$ cat config.mk
export PLATFORM = sky130hd
export DESIGN_NAME = fp_to_int_flat
export DESIGN_NICKNAME = d
export VERILOG_FILES = /design/src/rtl/fpu_pkg.sv /design/src/rtl/fp_to_int_if.sv /design/src/rtl/fp_field_decode.sv /design/src/rtl/fp_to_int.sv /design/src/flat_wrapper.sv
export SDC_FILE = /design/constraint.sdc
export NUM_CORES = 1
export LEC_CHECK = 0
export CORE_ASPECT_RATIO = 1.4
export CORE_MARGIN = 2
export CORE_UTILIZATION = 57
export CTS_CLUSTER_SIZE = 40
export DETAILED_ROUTE_END_ITERATION = 6
export PLACE_DENSITY_LB_ADDON = 0.12
export SYNTH_ARGS = -nofsm -noshare
export SYNTH_HDL_FRONTEND = slang
export SYNTH_SLANG_ARGS = --single-unit
$ cat constraint.sdc
create_clock -name clock_100Khz -period 4.1 [get_ports clock_100Khz]
set_clock_uncertainty 0.15 [all_clocks]
set_input_delay 1.025 -clock clock_100Khz [delete_from_list [all_inputs] [get_ports clock_100Khz]]
set_output_delay 1.025 -clock clock_100Khz [all_outputs]
set_load 0.01 [all_outputs]
$ cat src/rtl/fpu_pkg.sv
// Shared definitions for the custom 32-bit float format and its converters.
// Field layout: sign[31], exponent[30:21] (bias 511), mantissa[20:0] with hidden 1.
package fpu_pkg;

    localparam int unsigned WORD_W   = 32;
    localparam int unsigned EXP_MSB  = 30;
    localparam int unsigned EXP_LSB  = 21;
    localparam int unsigned MANT_W   = 21;
    localparam int unsigned EXP_BIAS = 511;

    typedef enum logic [1:0] {
        EXACT     = 2'd0,
        INEXACT   = 2'd1,
        UNDERFLOW = 2'd2,
        OVERFLOW  = 2'd3
    } status_t;

    typedef enum logic [2:0] {
        IDLE,
        UNPACK,
        SHIFT,
        PACK,
        HOLD
    } conv_state_t;

    typedef enum logic [2:0] {
        CLS_ZERO,
        CLS_UNDERFLOW,
        CLS_FRAC,
        CLS_SAT,
        CLS_NORMAL
    } fp_class_t;

    function automatic logic [WORD_W-1:0] sat_value(input logic sign);
        return sign ? 32'h8000_0000 : 32'h7FFF_FFFF;
    endfunction

endpackage

$ cat src/rtl/fp_to_int_if.sv
// Operand and result handshake bundle between the FPU result bus and fp_to_int.
interface fp_to_int_if;
    import fpu_pkg::*;

    logic [31:0] fp_in;
    logic        in_valid;
    logic        in_ready;
    logic [31:0] int_out;
    status_t     status_out;
    logic        out_valid;
    logic        out_ready;

    modport master (
        output fp_in,
        output in_valid,
        output out_ready,
        input  in_ready,
        input  int_out,
        input  status_out,
        input  out_valid
    );

    modport slave (
        input  fp_in,
        input  in_valid,
        input  out_ready,
        output in_ready,
        output int_out,
        output status_out,
        output out_valid
    );

endinterface

$ cat src/rtl/fp_field_decode.sv
// Combinational field decoder: splits a custom-format word into sign, significand,
// shift direction/amount and a value class. Shared with the FPU DECODE stage.
module fp_field_decode #(
    parameter int unsigned EXP_BIAS    = fpu_pkg::EXP_BIAS,
    parameter int unsigned SHIFT_CNT_W = 5
) (
    input  logic [31:0]                word,
    output logic                       sign,
    output logic [fpu_pkg::MANT_W:0]   sig,
    output logic                       shift_left,
    output logic [SHIFT_CNT_W-1:0]     shift_amt,
    output fpu_pkg::fp_class_t         fclass
);
    import fpu_pkg::*;

    logic [EXP_MSB-EXP_LSB:0] exp_field;
    logic [MANT_W-1:0]        mant_field;
    int                       k;

    assign sign       = word[WORD_W-1];
    assign exp_field  = word[EXP_MSB:EXP_LSB];
    assign mant_field = word[MANT_W-1:0];
    assign sig        = {1'b1, mant_field};

    // value = sig * 2^k with the binary point after the mantissa LSB
    always_comb begin
        k          = int'(exp_field) - int'(EXP_BIAS) - int'(MANT_W);
        fclass     = CLS_NORMAL;
        shift_left = 1'b0;
        shift_amt  = '0;
        if (exp_field == '0) begin
            fclass = (mant_field == '0) ? CLS_ZERO : CLS_UNDERFLOW;
        end else if (k < -int'(MANT_W)) begin
            fclass = CLS_FRAC;
        end else if (k > int'(WORD_W) - 2 - int'(MANT_W)) begin
            fclass = CLS_SAT;
        end else if (k < 0) begin
            shift_amt = SHIFT_CNT_W'(-k);
        end else begin
            shift_left = 1'b1;
            shift_amt  = SHIFT_CNT_W'(k);
        end
    end

endmodule

$ cat src/rtl/fp_to_int.sv
// Multi-cycle custom-float to signed 32-bit integer converter, one conversion in
// flight, valid/ready on both sides, shifting the significand one bit per cycle.
module fp_to_int #(
    parameter int unsigned EXP_BIAS    = 511,
    parameter int unsigned SHIFT_CNT_W = 5
) (
    input  logic        clock_100Khz,
    input  logic        reset,
    fp_to_int_if.slave  bus
);
    import fpu_pkg::*;

    conv_state_t            state_q, state_d;
    logic [31:0]            fp_q, fp_d;
    logic [31:0]            mag_q, mag_d;
    logic                   sticky_q, sticky_d;
    logic [SHIFT_CNT_W-1:0] cnt_q, cnt_d;
    logic                   sign_q, sign_d;
    logic                   left_q, left_d;
    fp_class_t              cls_q, cls_d;
    logic [31:0]            int_q, int_d;
    status_t                status_q, status_d;
    logic                   out_valid_q, out_valid_d;

    logic                   dec_sign;
    logic [MANT_W:0]        dec_sig;
    logic                   dec_left;
    logic [SHIFT_CNT_W-1:0] dec_amt;
    fp_class_t              dec_cls;

    fp_field_decode #(
        .EXP_BIAS    (EXP_BIAS),
        .SHIFT_CNT_W (SHIFT_CNT_W)
    ) u_decode (
        .word       (fp_q),
        .sign       (dec_sign),
        .sig        (dec_sig),
        .shift_left (dec_left),
        .shift_amt  (dec_amt),
        .fclass     (dec_cls)
    );

    assign bus.in_ready   = (state_q == IDLE);
    assign bus.int_out    = int_q;
    assign bus.status_out = status_q;
    assign bus.out_valid  = out_valid_q;

    always_comb begin
        state_d     = state_q;
        fp_d        = fp_q;
        mag_d       = mag_q;
        sticky_d    = sticky_q;
        cnt_d       = cnt_q;
        sign_d      = sign_q;
        left_d      = left_q;
        cls_d       = cls_q;
        int_d       = int_q;
        status_d    = status_q;
        out_valid_d = out_valid_q;

        case (state_q)
            IDLE: begin
                if (bus.in_valid) begin
                    fp_d    = bus.fp_in;
                    state_d = UNPACK;
                end
            end
            UNPACK: begin
                sign_d   = dec_sign;
                cls_d    = dec_cls;
                left_d   = dec_left;
                cnt_d    = dec_amt;
                mag_d    = 32'(dec_sig);
                sticky_d = 1'b0;
                if (dec_cls != CLS_NORMAL || dec_amt == '0) begin
                    state_d = PACK;
                end else begin
                    state_d = SHIFT;
                end
            end
            SHIFT: begin
                if (left_q) begin
                    mag_d = mag_q << 1;
                end else begin
                    mag_d    = mag_q >> 1;
                    sticky_d = sticky_q | mag_q[0];
                end
                cnt_d = cnt_q - SHIFT_CNT_W'(1);
                if (cnt_q == SHIFT_CNT_W'(1)) begin
                    state_d = PACK;
                end
            end
            PACK: begin
                case (cls_q)
                    CLS_ZERO: begin
                        int_d    = '0;
                        status_d = EXACT;
                    end
                    CLS_UNDERFLOW: begin
                        int_d    = '0;
                        status_d = UNDERFLOW;
                    end
                    CLS_FRAC: begin
                        int_d    = '0;
                        status_d = INEXACT;
                    end
                    CLS_SAT: begin
                        int_d    = sat_value(sign_q);
                        status_d = OVERFLOW;
                    end
                    default: begin
                        // negative zero falls through as plain zero
                        int_d    = (sign_q && mag_q != '0) ? (~mag_q + 32'd1) : mag_q;
                        status_d = sticky_q ? INEXACT : EXACT;
                    end
                endcase
                out_valid_d = 1'b1;
                state_d     = HOLD;
            end
            HOLD: begin
                if (bus.out_ready) begin
                    out_valid_d = 1'b0;
                    state_d     = IDLE;
                end
            end
            default: begin
                state_d = IDLE;
            end
        endcase
    end

    always_ff @(posedge clock_100Khz or negedge reset) begin
        if (!reset) begin
            state_q     <= IDLE;
            fp_q        <= '0;
            mag_q       <= '0;
            sticky_q    <= 1'b0;
            cnt_q       <= '0;
            sign_q      <= 1'b0;
            left_q      <= 1'b0;
            cls_q       <= CLS_ZERO;
            int_q       <= '0;
            status_q    <= EXACT;
            out_valid_q <= 1'b0;
        end else begin
            state_q     <= state_d;
            fp_q        <= fp_d;
            mag_q       <= mag_d;
            sticky_q    <= sticky_d;
            cnt_q       <= cnt_d;
            sign_q      <= sign_d;
            left_q      <= left_d;
            cls_q       <= cls_d;
            int_q       <= int_d;
            status_q    <= status_d;
            out_valid_q <= out_valid_d;
        end
    end

endmodule
$ cat src/flat_wrapper.sv
// flat-port wrapper written by rule: the top's interface ports become plain ports
module fp_to_int_flat import fpu_pkg::*;
#(
    parameter int unsigned EXP_BIAS    = 511,
    parameter int unsigned SHIFT_CNT_W = 5
)
  (clock_100Khz, reset, bus_fp_in, bus_in_valid, bus_out_ready, bus_in_ready, bus_int_out, bus_status_out, bus_out_valid);
  fp_to_int_if bus_i ();
  input  logic clock_100Khz;
  input  logic reset;
  input wire logic [$bits(bus_i.fp_in)-1:0] bus_fp_in;
  input wire logic [$bits(bus_i.in_valid)-1:0] bus_in_valid;
  input wire logic [$bits(bus_i.out_ready)-1:0] bus_out_ready;
  output wire logic [$bits(bus_i.in_ready)-1:0] bus_in_ready;
  output wire logic [$bits(bus_i.int_out)-1:0] bus_int_out;
  output wire logic [$bits(bus_i.status_out)-1:0] bus_status_out;
  output wire logic [$bits(bus_i.out_valid)-1:0] bus_out_valid;
  assign bus_i.fp_in = bus_fp_in;
  assign bus_i.in_valid = bus_in_valid;
  assign bus_i.out_ready = bus_out_ready;
  assign bus_in_ready = bus_i.in_ready;
  assign bus_int_out = bus_i.int_out;
  assign bus_status_out = bus_i.status_out;
  assign bus_out_valid = bus_i.out_valid;
  fp_to_int #(.EXP_BIAS(EXP_BIAS), .SHIFT_CNT_W(SHIFT_CNT_W)) u_core (.clock_100Khz(clock_100Khz), .reset(reset), .bus(bus_i));
endmodule
==> results.py <==
metrics = {
    "run_status": {
        "outcome": "finished clean",
    },
    "power_and_ir_drop": {
        "ir_drop_uv": 495,
        "combPwrFrac_pct": 44.8,
        "p_sw_share_pct": 40.0,
        "p_switching_mw": 2.75,
        "p_int_mw": 4.13,
        "seq_power_share_pct": 33.4,
        "clockPowerShare_pct": 21.8,
        "pwr_density_cell_mw_per_mm2": 886,
        "leakage_nw": 3.03,
    },
    "routing": {
        "post_drt_wl_per_cell_um": 16.7,
        "drcViolationCount": 0,
        "routed_wl_mm": 14.7,
        "num_vias": 5235,
        "detail-route-antenna-nets": 0,
        "dr.pass1.iters": 6,
        "viasPerCell": 5.95,
        "drt_iter0_markers": 409,
    },
    "critical_path": {
        "startpoint_type": "register",
        "crit_required_ns": 4.30,
        "path_max_fanout": 13,
        "cp.arrival_ns": 3.74,
        "reg2reg_slack_ns": 0.56,
        "critPathKind": "register to register",
        "cp-end-kind": "register",
    },
    "synth": {
        "synth_common_cells": "113 x dfrtp_1, 82 x nor2_1, 73 x nand2_1",
        "synthCells": 683,
        "synth.ff_latch_count": 113,
        "async_flop_share_pct": 100,
        "synth_top_area_share_pct": 44.1,
        "yosys.area.top_type": "dfrtp_1",
        "avgSynthCellArea_um2": 9.38,
        "syn_nets": 727,
        "netlist_area_mm2": 0.00641,
        "yosys_warnings": 0,
        "synth_edf_count": 0,
        "ys.flop_type": "dfrtp_1",
        "synth_cell_type_count": 65,
        "synth_most_common_cell": "dfrtp_1",
        "ys_top_cells_by_area": "dfrtp_1 44%, mux2i_1 5.3%, xnor2_1 5.2%",
        "seq_area_frac_synth_pct": 44.1,
    },
    "clocking": {
        "cts_hold_buf": 0,
        "cts.reportedPaths.clkPinSlew_ns": 0.05,
        "cts_tree": "built",
        "root_buffer": "clkbuf_16",
        "cts.sinks": 113,
        "clockBufferDepth": 2,
        "cts_resized": 0,
        "post-cts-setup-buffers": 0,
        "insertion_delay_ns": 0.42,
        "cts_made_buffers": 17,
        "h-tree-depth": 4,
    },
    "sta": {
        "setup_tns_ns": 0,
        "period_needed_ns": 3.54,
        "fin_crit_sh_pct": 86.4,
        "max_freq_mhz": 282,
        "hold_viol_final": 0,
        "relSlewSlack_pct": 23.4,
        "worst_pin_slew_ns": 1.15,
        "drv_slew": 0,
        "setup_viol": 0,
        "grt_setup_unrepaired": "no",
    },
    "global_routing": {
        "track_usage_pct": 25.8,
        "grt_pass1_wl_mm": 24.8,
        "grt_pass1_vias": 5120,
        "overflow": 0,
        "grt_max_degree": 114,
        "antenna_found_initial": 0,
    },
    "die": {
        "initial_core_util_pct": 58.7,
        "core.rowCount": 45,
        "core_mm2": 0.0109,
        "dieHeight_um": 129,
        "die_area_mm2": 0.0121,
        "io_pins": 72,
        "die_x_um": 93.6,
    },
    "placement": {
        "gp_congestion": 0.857,
        "io_buffers": 71,
        "place_hpwl_mm": 10.3,
    },
    "cells_and_area": {
        "fin_util_pct": 71.1,
        "syn2layout_area_growth_pct": 21.1,
        "diodes": 0,
        "drive_gt1_share_pct": 11.9,
        "nets": 770,
    },
    "min_path": {
        "hold_path_class": "register to register",
    },
    "flow_run": {
        "drv_cap": 0,
    },
}
[final cells by class]
cell class                      count  area (µm²)
Clock buffer                       17         425
Clock inverter                     15         183
Fill cell                         835        3160
Inverter                           13        48.8
Multi-Input combinational cell    501        3310
Sequential cell                   113        2830
Tap cell                          141         176
Timing Repair Buffer               80         788
[worst paths after layout]
kind | from | end | depth (start not counted)
setup / recovery | u_core.fp_q[21] | u_core.cls_q[1] | 10
hold / removal | u_core.fp_q[31] | u_core.sign_q | 2
setup reg to reg | u_core.fp_q[21] | u_core.cls_q[1] | 10
hold reg to reg | u_core.fp_q[31] | u_core.sign_q | 2
max in group asynchronous | reset | u_core.fp_q[5] | 2
min in group asynchronous | reset | u_core.bus.int_out[27] | 2
[stage by stage]
step / instances / instance area, µm² / hold WS [ns] / setup WS, ns / power [mW]
4_1_cts: 880 / 7760 / 0.366 / 0.555 / 6.90
5_1_grt: 880 / 7760 / 0.382 / 0.276 / 7.38
3_3_place_gp: 848 / 7150 / 0.338 / 0.710 / 5.27
3_5_place_dp: 848 / 7150 / 0.349 / 0.569 / 5.37
6_report: 880 / 7760 / 0.360 / 0.558 / 6.88
2_1_floorplan: 683 / 6410 / 0.285 / 1.08 / 4.41
[registers in the layout (all words and copies together) (netlist names), 2 cells and up]
register and count:
u_core.bus.status_out 2, u_core.state_q 3, u_core.mag_q 32, u_core.cls_q 3
u_core.bus.int_out 32, u_core.fp_q 32, u_core.cnt_q 5
[metal layers]
layer	part of all wire [%]	track usage [%]	vias up
li1	-	-	2522
met1	42	31.5	2559
met2	52	44.6	126
met3	3.5	4.83	28
met4	2.6	11.1	0
met5	0	0	-
[critical path, stage by stage, from the launching register on]
cell and delay, ns:
dfrtp_1 0.53, inv_1 0.16, ha_1 0.39, nor2b_1 0.19, a21oi_1 0.12, o211ai_1 0.45
a41oi_2 0.35, o211a_1 0.22, nand4b_1 0.13, a21boi_1 0.52, a31o_2 0.24
[cell families (layout without fill, tap and decap cells)]
kind of cell             count (synthesis)  after routing  share of synthesized area, %
AND/OR/NAND/NOR                        226            226                          16.3
AO/OA/AOI/OAI                          160            160                          17.2
buffers and inverters                   69            125                          4.39
multiplexers                            63             63                          10.4
XOR/XNOR                                44             44                          6.01
adder cells (fa/ha/maj)                  8              8                          1.56
flip-flops                             113            113                          44.1
[placed cells by master (no fill, tap or decap), types with 20 or more instances in the layout]
cell type          n
a21oi_1           48
mux2i_1           34
a221o_1           20
nor2_1            80
mux2_2            29
nand2_1           73
xnor2_1           38
dfrtp_1          113
o21ai_0           35
clkdlybuf4s50_1   70
[power by group through the flow]
| stage | registers [mW] | clock network, mW | logic, mW |
|---|---|---|---|
| after floorplan | 2.03 | 0 | 2.38 |
| after detailed placement | 2.30 | 0 | 3.07 |
| after global placement | 2.27 | 0 | 3.00 |
| final | 2.30 | 1.50 | 3.08 |
| after CTS | 2.29 | 1.52 | 3.10 |
| after global routing | 2.38 | 1.57 | 3.44 |
Note: power is estimated with default switching activity, not from simulation.
